$ cat config.mk
export PLATFORM = sky130hd
export DESIGN_NAME = mem_arbiter
export DESIGN_NICKNAME = d
export VERILOG_FILES = /design/src/rtl/mem_arbiter.sv
export SDC_FILE = /design/constraint.sdc
export NUM_CORES = 1
export LEC_CHECK = 0
export BUFFER_PORTS_ARGS = -buffer_cell sky130_fd_sc_hd__buf_4
export CORE_MARGIN = 5
export CORE_UTILIZATION = 35
export DETAILED_ROUTE_END_ITERATION = 8
export GPL_TIMING_DRIVEN = 0
export PLACE_DENSITY = 0.6
export SETUP_SLACK_MARGIN = 0.05
export SYNTH_ARGS = -nofsm -noshare
export SYNTH_HDL_FRONTEND = slang
export SYNTH_SLANG_ARGS = --single-unit
$ cat constraint.sdc
create_clock -name clk -period 3.35 [get_ports clk]
set_clock_uncertainty 0.15 [all_clocks]
set_input_delay 0.335 -clock clk [delete_from_list [all_inputs] [get_ports clk]]
set_output_delay 0.335 -clock clk [all_outputs]
set_load 0.01 [all_outputs]
$ cat src/rtl/mem_arbiter.sv
// rtl/mem_arbiter.sv - byte-serial RAM arbiter between instruction fetch and load/store ports
// Optional ROUND_ROBIN_EN: contention alternates between IF and MEM instead of MEM-first priority.
module mem_arbiter (
  input  logic        clk,
  input  logic        rst,
  input  logic        rdy,
  input  logic        if_req,
  input  logic [31:0] if_addr,
  input  logic        if_flush,
  output logic        if_done,
  output logic [31:0] if_inst,
  input  logic        mem_req,
  input  logic        mem_we,
  input  logic [31:0] mem_addr,
  input  logic [1:0]  mem_len,
  input  logic [31:0] mem_wdata,
  output logic        mem_done,
  output logic [31:0] mem_rdata,
  output logic [31:0] ram_a,
  output logic [7:0]  ram_dout,
  output logic        ram_wr,
  input  logic [7:0]  ram_din,
  output logic        busy
);

  typedef enum logic {S_IDLE, S_BUSY} state_t;
  typedef enum logic {OWN_IF, OWN_MEM} owner_t;

  state_t      state;
  owner_t      owner;
  logic [2:0]  cnt;
  logic [2:0]  nbytes;
  logic [31:0] base;
  logic [31:0] wdata;
  logic        we;
  logic [31:0] rbuf;

`ifdef ROUND_ROBIN_EN
  owner_t      last_grant;
  logic        contend;
`endif

  logic        busy_s;
  logic        in_range;
  logic [31:0] wshift;
  logic [1:0]  rd_idx;
  logic [31:0] rbuf_cap;
  logic        read_last;
  logic        write_last;
  logic        if_ok;
  logic        mem_ok;
  logic        grant_mem;
  logic        grant_if;
  logic [2:0]  mem_n;

  assign busy_s   = (state == S_BUSY);
  assign busy     = busy_s;
  assign in_range = (cnt < nbytes);

  assign ram_a    = (busy_s && in_range) ? (base + {29'b0, cnt}) : 32'h0;
  assign ram_wr   = busy_s && we && in_range;
  assign wshift   = wdata >> {cnt[1:0], 3'b000};
  assign ram_dout = ram_wr ? wshift[7:0] : 8'h00;

  // RAM data lags the address by one cycle, so the byte arriving now belongs to cnt-1.
  assign rd_idx     = cnt[1:0] - 2'd1;
  assign rbuf_cap   = rbuf | ({24'h0, ram_din} << {rd_idx, 3'b000});
  assign read_last  = !we && (cnt == nbytes);
  assign write_last = we && (cnt == nbytes - 3'd1);

  // A requester still showing done is holding the request it was just served for.
  assign if_ok  = if_req && !if_done && !if_flush;
  assign mem_ok = mem_req && !mem_done;

`ifdef ROUND_ROBIN_EN
  assign contend   = if_ok && mem_ok;
  assign grant_mem = mem_ok && (!if_ok || (last_grant == OWN_IF));
`else
  assign grant_mem = mem_ok;
`endif
  assign grant_if  = if_ok && !grant_mem;

  always_comb begin
    mem_n = 3'd4;
    case (mem_len)
      2'b00:   mem_n = 3'd1;
      2'b01:   mem_n = 3'd2;
      default: mem_n = 3'd4;
    endcase
  end

  always_ff @(posedge clk) begin
    if (rst) begin
      state      <= S_IDLE;
      owner      <= OWN_IF;
      cnt        <= 3'd0;
      nbytes     <= 3'd0;
      base       <= 32'h0;
      wdata      <= 32'h0;
      we         <= 1'b0;
      rbuf       <= 32'h0;
      if_done    <= 1'b0;
      mem_done   <= 1'b0;
      if_inst    <= 32'h0;
      mem_rdata  <= 32'h0;
`ifdef ROUND_ROBIN_EN
      last_grant <= OWN_IF;
`endif
    end else if (rdy) begin
      if_done  <= 1'b0;
      mem_done <= 1'b0;
      case (state)
        S_IDLE: begin
          if (grant_mem) begin
            state  <= S_BUSY;
            owner  <= OWN_MEM;
            cnt    <= 3'd0;
            nbytes <= mem_n;
            base   <= mem_addr;
            wdata  <= mem_wdata;
            we     <= mem_we;
            rbuf   <= 32'h0;
          end else if (grant_if) begin
            state  <= S_BUSY;
            owner  <= OWN_IF;
            cnt    <= 3'd0;
            nbytes <= 3'd4;
            base   <= if_addr;
            wdata  <= 32'h0;
            we     <= 1'b0;
            rbuf   <= 32'h0;
          end
`ifdef ROUND_ROBIN_EN
          if (contend) begin
            last_grant <= grant_mem ? OWN_MEM : OWN_IF;
          end
`endif
        end
        S_BUSY: begin
          if (owner == OWN_IF && if_flush) begin
            state <= S_IDLE;
            cnt   <= 3'd0;
          end else begin
            cnt <= cnt + 3'd1;
            if (!we && cnt != 3'd0) begin
              rbuf <= rbuf_cap;
            end
            if (read_last || write_last) begin
              state <= S_IDLE;
              cnt   <= 3'd0;
              if (owner == OWN_IF) begin
                if_done <= 1'b1;
                if_inst <= rbuf_cap;
              end else begin
                mem_done <= 1'b1;
                if (!we) begin
                  mem_rdata <= rbuf_cap;
                end
              end
            end
          end
        end
        default: state <= S_IDLE;
      endcase
    end
  end

endmodule

==> results of run 1 <==
where the power goes:
group	internal [W]	switching [W]	total, W
Combinational	0.000219	0.000290	0.000509
Clock	0.00109	0.000906	0.00200
Sequential	0.00210	0.0000662	0.00217
Total	0.00341	0.00126	0.00467
through the flow:
step	hold slack [ns]	std cells	power, W	area [um^2]	setup WS (ns)
6_report	0.0129	1455	0.00467	10400	0.107
5_1_grt	0.00900	1455	0.00487	10400	0.0458
4_1_cts	0.00249	1452	0.00470	10300	0.0503
3_5_place_dp	0.294	1418	0.00272	9700	-0.485
3_3_place_gp	0.285	1418	0.00272	9700	-0.490
2_1_floorplan	0.279	927	0.00248	7760	0.304
what timing repair did:
item	CTS	global route
resized for setup	10	5
pin swaps	2	1
endpoints found under the setup margin	20	30
setup buffers	4	3
hold endpoints to repair	0	0
sequential cells by signal, indices dropped and copies added, names as in the netlist:
| signal | cells |
|---|---|
| base | 32 |
| busy | 1 |
| cnt | 3 |
| if_done | 1 |
| if_inst | 32 |
| mem_done | 1 |
| mem_rdata | 32 |
| nbytes | 3 |
| owner | 1 |
| rbuf | 32 |
| wdata | 32 |
| we | 1 |
cells in the final DEF, fill, tap and decap left out, types with 3 or more instances in the layout:
master,n
buf_4,221
dfxtp_1,169
nor2_1,158
nand2_1,111
a21oi_1,80
clkbuf_1,64
a211oi_1,46
nand3_1,45
a22oi_1,33
a311oi_1,32
a211oi_2,20
clkbuf_16,17
xor2_1,15
o21ai_0,13
inv_1,12
buf_2,12
and3_1,11
or3_1,11
ha_1,9
mux4_2,8
nand4_1,8
nor2b_1,7
and4_1,5
nor3_1,5
and2_1,4
xnor2_1,4
buf_6,4
inv_6,4
clkbuf_8,3
nand3b_1,3
nand2b_1,3
per-layer routing:
layer,part of all wire,up-vias
met3,0.060,32
li1,-,3747
met4,0.017,0
met2,0.47,268
met5,0,-
met1,0.45,3536
kinds of logic after synthesis:
kind of cell	synth area share
XOR/XNOR	0.0243
buffers and inverters	0.0547
AO/OA/AOI/OAI	0.212
AND/OR/NAND/NOR	0.227
flip-flops	0.441
adder cells (fa/ha/maj)	0.0171
multiplexers	0.0245
final timing paths:
check,start,end,slack [ns]
worst max-delay path,cnt[0],ram_a[28],0.11
worst min-delay path,mem_wdata[5],wdata[5],0.01
worst max register to register,cnt[0],mem_rdata[13],0.38
worst min register to register,wdata[13],wdata[13],0.31
worst register-to-register path: cells and delay by family (launching register included):
kind | cells | cell delay, ns
flip-flops | 1 | 0.40
adder cells (fa/ha/maj) | 1 | 0.32
buffers and inverters | 4 | 1.39
AND/OR/NAND/NOR | 2 | 0.41
AO/OA/AOI/OAI | 1 | 0.16
layout make-up:
cell class,count,area [um^2],share of cell area
plain buffers,84,383,0.0369
clock buffers,20,457,0.0441
clock inverters,12,131,0.0127
inverters,12,45.0,0.00434
multi-input cells,658,3930,0.379
flip-flops and latches,171,3430,0.331
well taps,280,350,0.0338
repair buffers,218,1640,0.158
==> qor.txt, run 1 <==
Critical path class: reg2out
Synth Warn #: 0
Max Fclk: 308 MHz
Starting density of the core: 0.356
Synth unique cells: 47
Synth top cells by count: 171 x dfxtp_1, 158 x nor2_1, 111 x nand2_1
GR met2 Demand/Resource: 0.328
CTS tree: built
Antenna Nets Post-Route: 0
Min-delay worst type: in2reg
IO buf count: 211
Syn-to-layout area delta: 33.6%
Final hold vios: 0
Syn nets: 1050
Synthesized cell area: 0.00776 mm^2
Area leader, netlist: dfxtp_1
Top cells by area, synth: dfxtp_1 44%, nor2_1 7.6%, nand2_1 5.4%
DR vias/cell: 5.21
GR peak layer: met2
Ys flop type: dfxtp_1
GRT Total Usage: 0.202
# fillers: 2160
Hold Buf Count CTS: 0
DR DRC count: 0
Critical path peak fanout: 6
Root Buffer: clkbuf_16
Share of layout cells above drive strength 1: 0.266
Worst Path Required: 2.86 ns
DIE AREA: 0.0253 mm^2
PD cells: 451 mW/mm^2
Period minus WS final: 3.24 ns
Critical Path AT: 2.76 ns
Max-cap violations: 0
Routed WL: 26400 um
Critical Path Most Common Cell: buf_4
Latest clock arrival within the worst-skew pair: 0.43 ns
I/O Pins: 221
Status: finished, final reports clean
CTS clk-pin slew, worst paths: 0.07 ns
Initial antenna violation count: 0
Setup_tns: 0 ns
Post-DR wirelength/cell: 18.1 um
Via count: 7583
P_leak: 4.02 nW
WP buf/inv: 3
Most frequent cell after synthesis: dfxtp_1
Largest net degree at the start of global routing: 17
H-tree depth: 4
Seq/Total Area, Yosys: 0.441
Chip height: 159 um
CORE AREA: 0.0218 mm^2
CP Depth: 10
First-pass iteration count of the detailed router: 6
Met1 Use GR: 0.273
Flops & latches, synth: 171
Crit. End Element: output port
Area share of the largest cell type after synthesis: 0.441
Maximum VDD drop: 0.325 mV
Post-synth EDFFs: 0
GPL Wtd Cong: 0.874
Slew Viols, Final: 0
FF-to-FF path depth: 8
TritonCTS Buffers: 17
FFs w/ async S/R, synth: 0
CP delay by family, top: simple AND/OR/NAND/NOR gates
Crit path cell chain: ha_1 > inv_1 > fa_2 > nor2b_4 > or2_4 > nand4_1 > buf_4 > or3_1 > a21oi_2 > buf_4
Mean Syn Cell Area: 8.37 um^2
Clock Path Buffers: 2
Met3 Use GR: 0.0469
First-pass GRT wire length: 41500 um
RSZ-0062 raised after global routing: no
Total Nets Final: 1285
Hold path depth: 3
Number of setup violations in the final report: 0
Worst slew pin tran: 0.897 ns
Row count: 54
DP HPWL: 19900 um
Synth Instances: 927
Startpoint types: flop
Overflow after GRT: 0
ANT cells: 0
Layout Utilization: 0.475
Max-slew headroom: 0.397
Worst stage delay on the critical path: 0.42 ns
CTS sink cnt: 171
Final period util: 0.968
Vias in the first global route: 7509
CP max-delay cell: fa_2
Die X-Extent: 159 um
Drt initial violations: 398
Power figures use the tool's default switching activity.
==> run 2: changes to the inputs <==
--- a/config.mk
+++ b/config.mk
@@ -11,6 +11,7 @@
 export DETAILED_ROUTE_END_ITERATION = 8
 export GPL_TIMING_DRIVEN = 0
 export PLACE_DENSITY = 0.6
+export REMOVE_ABC_BUFFERS = 1
 export SETUP_SLACK_MARGIN = 0.05
 export SYNTH_ARGS = -nofsm -noshare
 export SYNTH_HDL_FRONTEND = slang
==> run 2 against run 1 <==
Effect of this change:
- fmax grew 2.7%
- highest routed layer unchanged
- via count shrank 4.2%
- die area is the same
- largest power group unchanged
- sequential power is essentially flat
- setup slack gained 0.084 ns
- utilization shrank 0.42 points
- power shrank 1.7%
- clock-buffer cell count is the same
==> qor.txt, run 2 (synthesis gave the netlist of run 1 again) <==
Worst slew pin tran: 1.01 ns (+0.115 ns)
Slew Viols, Final: 0 (unchanged)
Critical Path AT: 2.67 ns (-0.09 ns)
Hold path depth: 3 (unchanged)
GPL Wtd Cong: 0.832 (-4.7%)
PD cells: 447 mW/mm^2 (-0.86%)
Drt initial violations: 559 (+40%)
Status: finished, final reports clean
First-pass GRT wire length: 38900 um (-6.4%)
Row count: 54 (unchanged)
CTS sink cnt: 171 (unchanged)
Cell Count, Final, Fillers Out: 1395 (-4.1%)
Worst R2R Setup Slack: 0.60 ns (+0.22 ns)
Most frequent cells in the layout: 229 x buf_4, 169 x dfxtp_1, 158 x nor2_1
Final hold vios: 0 (unchanged)
HP Start: mem_wdata[11]
Total Nets Final: 1225 (-4.7%)
Worst R2R End: rbuf[10]
Share of layout cells above drive strength 1: 0.285 (+0.0188)
DR DRC count: 0 (unchanged)
Crit path cell chain: ha_1 > inv_1 > fa_2 > nor2b_2 > or2_4 > nand4_1 > buf_4 > or3_1 > a21oi_2 > buf_4
Critical path class: reg2out
WHS Endpoint: wdata[11]
Post-DR wirelength/cell: 17.1 um (-5.9%)
Sequential cell area: 0.00343 mm^2 (unchanged)
Max-slew headroom: 0.320 (-0.0770)
TritonCTS Buffers: 17 (unchanged)
DP HPWL: 16300 um (-18%)
IO buf count: 220 (+4.3%)
Overflow after GRT: 0 (unchanged)
Most common cell after layout, fill and taps aside: buf_4
GRT Total Usage: 0.184 (-0.0183)
Largest net degree at the start of global routing: 111 (+94)
Initial antenna violation count: 0 (unchanged)
RSZ-0062 raised after global routing: yes
Reg2reg start: cnt[0]
CTS tree: built
Worst stage delay on the critical path: 0.37 ns (-0.05 ns)
Min-delay worst type: in2reg
Final period util: 0.943 (-0.0251)
CP max-delay cell: dfxtp_4
FF-to-FF path depth: 7 (-1)
Chip height: 159 um (unchanged)
Vias in the first global route: 7054 (-6.1%)
CORE AREA: 0.0218 mm^2 (unchanged)
Root Buffer: clkbuf_16
Crit. End Element: output port
Latest clock arrival within the worst-skew pair: 0.43 ns (about the same)
H-tree depth: 4 (unchanged)
Number of setup violations in the final report: 0 (unchanged)
Placed cell count: 1351 (-4.7%)
Worst Path Required: 2.86 ns (about the same)
CTS clk-pin slew, worst paths: 0.07 ns (about the same)
Multi-input logic area: 0.00397 mm^2 (+1.0%)
Critical Path Most Common Cell: buf_4
First-pass iteration count of the detailed router: 5 (-1)
Syn-to-layout area delta: 32.4%
Period minus WS final: 3.16 ns (-0.0840 ns)
Max-cap violations: 0 (unchanged)
Max Fclk: 317 MHz (+2.7%)
P_leak: 3.98 nW (-1.1%)
Clock Path Buffers: 2 (unchanged)
Pre-CTS setup slack: -0.343 ns (+0.142 ns)
Starting density of the core: 0.356 (unchanged)
Fin worst setup slack: 0.191 ns (+0.0840 ns)
Routed WL: 23800 um (-9.7%)
# fillers: 2138 (-1.0%)
Maximum VDD drop: 0.304 mV (-6.6%)
Startpoint types: flop
Final hold slack: 0.0223 ns (+0.00938 ns)
DR vias/cell: 5.21 (-0.13%)
Critical path peak fanout: 7 (+1)
Antenna Nets Post-Route: 0 (unchanged)
DIE AREA: 0.0253 mm^2 (unchanged)
Die X-Extent: 159 um (unchanged)
ANT cells: 0 (unchanged)
Via count: 7261 (-4.2%)
I/O Pins: 221 (unchanged)
-- run 2: worst max-delay path by stage --
stage / startpoint / end / slack (ns) / cells after the start
6_report: cnt[0] / ram_a[28] / 0.19 / 10
5_1_grt: cnt[0] / ram_a[24] / 0.006 / 10
2_1_floorplan: mem_done / nbytes[0] / -2.14 / 5
3_3_place_gp: mem_req / nbytes[0] / -6.81 / 6
4_1_cts: cnt[0] / ram_a[24] / 0.08 / 10
3_5_place_dp: cnt[0] / ram_a[28] / -0.34 / 9
-- run 2: final cells by class --
class / count / share of cell area
clock buffer: 20 / 0.0425
clock inverter: 12 / 0.0123
inverter: 12 / 0.00438
multi-input combinational: 659 / 0.387
sequential: 171 / 0.334
tap: 280 / 0.0341
timing repair buffer: 241 / 0.186
-- run 2: what timing repair did --
action / CTS / global route
gates cloned: 1 / 0
buffers inserted: 6 / 4
endpoints found under the setup margin: 66 / 20
hold endpoints to repair: 1 / 0
hold buffers: 1 / 0
gates resized for setup: 5 / 4
pin swaps: 2 / 3
-- run 2: worst max-delay path: cells and delay by family (launching register included) --
family	cells	cell delay (ns)
AND/OR/NAND/NOR	4	0.82
adder cells (fa/ha/maj)	2	0.51
buffers and inverters	3	0.39
flip-flops	1	0.37
AO/OA/AOI/OAI	1	0.17
-- run 2: stage by stage --
step                power (W)   util  instance area (um^2)  TNS, ns
floorplan             0.00243      -                  7380  -244.39
global placement      0.00269  0.430                  9380  -738.13
detailed placement    0.00271  0.440                  9600    -7.57
CTS                   0.00465  0.469                 10200        0
global route          0.00481  0.471                 10300        0
finish                0.00459  0.471                 10300        0
-- run 2: power breakdown --
group	switching (W)	leakage [nW]	internal [W]
clock network	0.000879	0.274	0.00105
logic	0.000271	2.31	0.000227
registers	0.0000653	1.39	0.00210
-- run 2: per-layer routing --
layer  vias to the layer above  track usage  wire, um
met3                        25       0.0601      1760
met2                       223        0.287     10800
met4                         0       0.0430       303
met1                      3372        0.249     10900
li1                       3641            -         -
met5                         -            0         0
==> run 3: changes to the inputs <==
--- a/config.mk
+++ b/config.mk
@@ -6,11 +6,12 @@
 export NUM_CORES = 1
 export LEC_CHECK = 0
 export BUFFER_PORTS_ARGS = -buffer_cell sky130_fd_sc_hd__buf_4
-export CORE_MARGIN = 5
+export CELL_PAD_IN_SITES_DETAIL_PLACEMENT = 0
+export CELL_PAD_IN_SITES_GLOBAL_PLACEMENT = 1
+export CORE_MARGIN = 10
 export CORE_UTILIZATION = 35
 export DETAILED_ROUTE_END_ITERATION = 8
-export GPL_TIMING_DRIVEN = 0
-export PLACE_DENSITY = 0.6
+export PLACE_DENSITY = 0.77
 export REMOVE_ABC_BUFFERS = 1
 export SETUP_SLACK_MARGIN = 0.05
 export SYNTH_ARGS = -nofsm -noshare
==> run 3 against run 2 <==
Effect of this change:
- register-to-register slack better by 0.11 ns
- power is 0.76% higher
- non-clock buffer count is 4 higher
- largest power group unchanged
==> qor.txt, run 3 (synthesis gave the netlist of run 1 again) <==
Status: finished, final reports clean
Drt initial violations: 491 (-12%)
Max-cap violations: 0 (unchanged)
Row count: 54 (unchanged)
Post-DR wirelength/cell: 17.6 um (+3.0%)
Die X-Extent: 169 um (+6.3%)
ANT cells: 0 (unchanged)
Critical path peak fanout: 8 (+1)
DP HPWL: 17900 um (+9.8%)
Clock Path Buffers: 2 (unchanged)
Most frequent cells in the layout: 238 x buf_4, 170 x dfxtp_1, 158 x nor2_1
Worst Path Required: 2.86 ns (about the same)
P_leak: 3.98 nW (+0.21%)
Cell Count, Final, Fillers Out: 1398 (+0.22%)
Slew Viols, Final: 0 (unchanged)
Max-slew headroom: 0.463 (+0.143)
TritonCTS Buffers: 17 (unchanged)
Min-delay worst type: in2reg
H-tree depth: 4 (unchanged)
First-pass GRT wire length: 38800 um (about the same)
Root Buffer: clkbuf_16
Startpoint types: flop
Chip height: 169 um (+6.3%)
Pre-CTS setup slack: 0.596 ns (+0.939 ns)
Critical path class: reg2out
GRT Total Usage: 0.166 (-0.0185)
Via count: 7187 (-1.0%)
IO buf count: 220 (unchanged)
Most common cell after layout, fill and taps aside: buf_4
Vias in the first global route: 6878 (-2.5%)
Antenna Nets Post-Route: 0 (unchanged)
PD cells: 452 mW/mm^2 (+1.1%)
Period minus WS final: 3.13 ns (-0.0299 ns)
Critical Path AT: 2.64 ns (-0.03 ns)
DR DRC count: 0 (unchanged)
RSZ-0062 raised after global routing: no
Crit. End Element: output port
Crit path cell chain: ha_1 > inv_1 > fa_1 > nor2b_2 > or2_4 > nand4_1 > or3_1 > a21oi_2 > buf_4
Overflow after GRT: 0 (unchanged)
GPL Wtd Cong: 0.824 (-1.1%)
Syn-to-layout area delta: 32.0%
# fillers: 2198 (+2.8%)
Total Nets Final: 1228 (+0.24%)
Max Fclk: 320 MHz (+0.96%)
CTS clk-pin slew, worst paths: 0.07 ns (about the same)
Share of layout cells above drive strength 1: 0.284 (-0.000765)
Final period util: 0.934 (-0.00894)
Worst R2R Setup Slack: 0.71 ns (+0.11 ns)
CORE AREA: 0.0218 mm^2 (unchanged)
CTS sink cnt: 171 (unchanged)
DIE AREA: 0.0285 mm^2 (+13%)
Total Power: 0.00463 W (+0.76%)
DR vias/cell: 5.14 (-1.2%)
Placed cell count: 1361 (+0.74%)
Worst slew pin tran: 0.806 ns (-0.206 ns)
Number of setup violations in the final report: 0 (unchanged)
Fin worst setup slack: 0.221 ns (+0.0299 ns)
Setup_tns: 0 ns (unchanged)
First-pass iteration count of the detailed router: 5 (unchanged)
Maximum VDD drop: 0.307 mV (+0.90%)
Latest clock arrival within the worst-skew pair: 0.42 ns (about the same)
Worst stage delay on the critical path: 0.43 ns (+0.06 ns)
Final hold vios: 0 (unchanged)
Final hold slack: 0.0208 ns (-0.00148 ns)
I/O Pins: 221 (unchanged)
Initial antenna violation count: 0 (unchanged)
Starting density of the core: 0.356 (unchanged)
Largest net degree at the start of global routing: 84 (-24%)
Routed WL: 24600 um (+3.2%)
CTS tree: built
CP max-delay cell: or3_1
==> run 3: cell count changes in the layout (fill, tap and decap cells not counted), sizes merged, moves of 2 or more <==
cell and change:
dlygate4sd3 +3, clkinv +2, clkbuf -3, inv +3
==> run 3: routing by layer <==
layer  share of wire  vias up  global-route usage  routed length [um]
met5               0        -                   0                   0
met4          0.0085        0              0.0375                 210
met1            0.47     3322               0.221               11500
met3           0.067       15              0.0470                1650
li1                -     3648                   -                   -
met2            0.45      202               0.259               11200
==> run 3: path summary, 6_finish.rpt <==
path	from	end	cells past startpoint
max	base[0]	ram_a[28]	9
min	mem_wdata[26]	wdata[26]	3
max reg2reg	cnt[0]	mem_rdata[23]	8
min reg2reg	wdata[14]	wdata[14]	2
==> run 3: layout make-up <==
type	count	area, um^2	area share
Inverter	12	45.0	0.00440
Clock inverter	15	166	0.0162
Clock buffer	17	425	0.0415
Tap cell	280	350	0.0342
Timing Repair Buffer	245	1880	0.183
Multi-Input combinational cell	658	3960	0.386
Sequential cell	171	3420	0.334
==> run 3: stage by stage <==
step / cell area (um^2) / util
after floorplan: 7380 / -
after global placement: 9600 / 0.440
after detailed placement: 9600 / 0.440
after CTS: 10200 / 0.469
after global routing: 10200 / 0.469
final: 10200 / 0.469
==> run 3: report_power, final <==
| group | switching [W] | total, W | leakage, nW | internal, W |
|---|---|---|---|---|
| sequential | 0.0000671 | 0.00217 | 1.39 | 0.00210 |
| combinational | 0.000266 | 0.000489 | 2.30 | 0.000223 |
| clock | 0.000959 | 0.00197 | 0.291 | 0.00101 |
==> run 3: timing repair <==
| item | in CTS | in global routing |
|---|---|---|
| buffers inserted | 0 | 1 |
| hold endpoints to repair | 4 | 0 |
| resized for setup | 0 | 4 |
| hold buffers | 4 | 0 |
| setup endpoints to repair | 0 | 4 |
==> run 3: critical path: cells and delay by family, from the launching register on <==
kind | cells | cell delay, ns
buffers and inverters | 2 | 0.18
AND/OR/NAND/NOR | 4 | 1.01
AO/OA/AOI/OAI | 1 | 0.13
flip-flops | 1 | 0.34
adder cells (fa/ha/maj) | 2 | 0.55
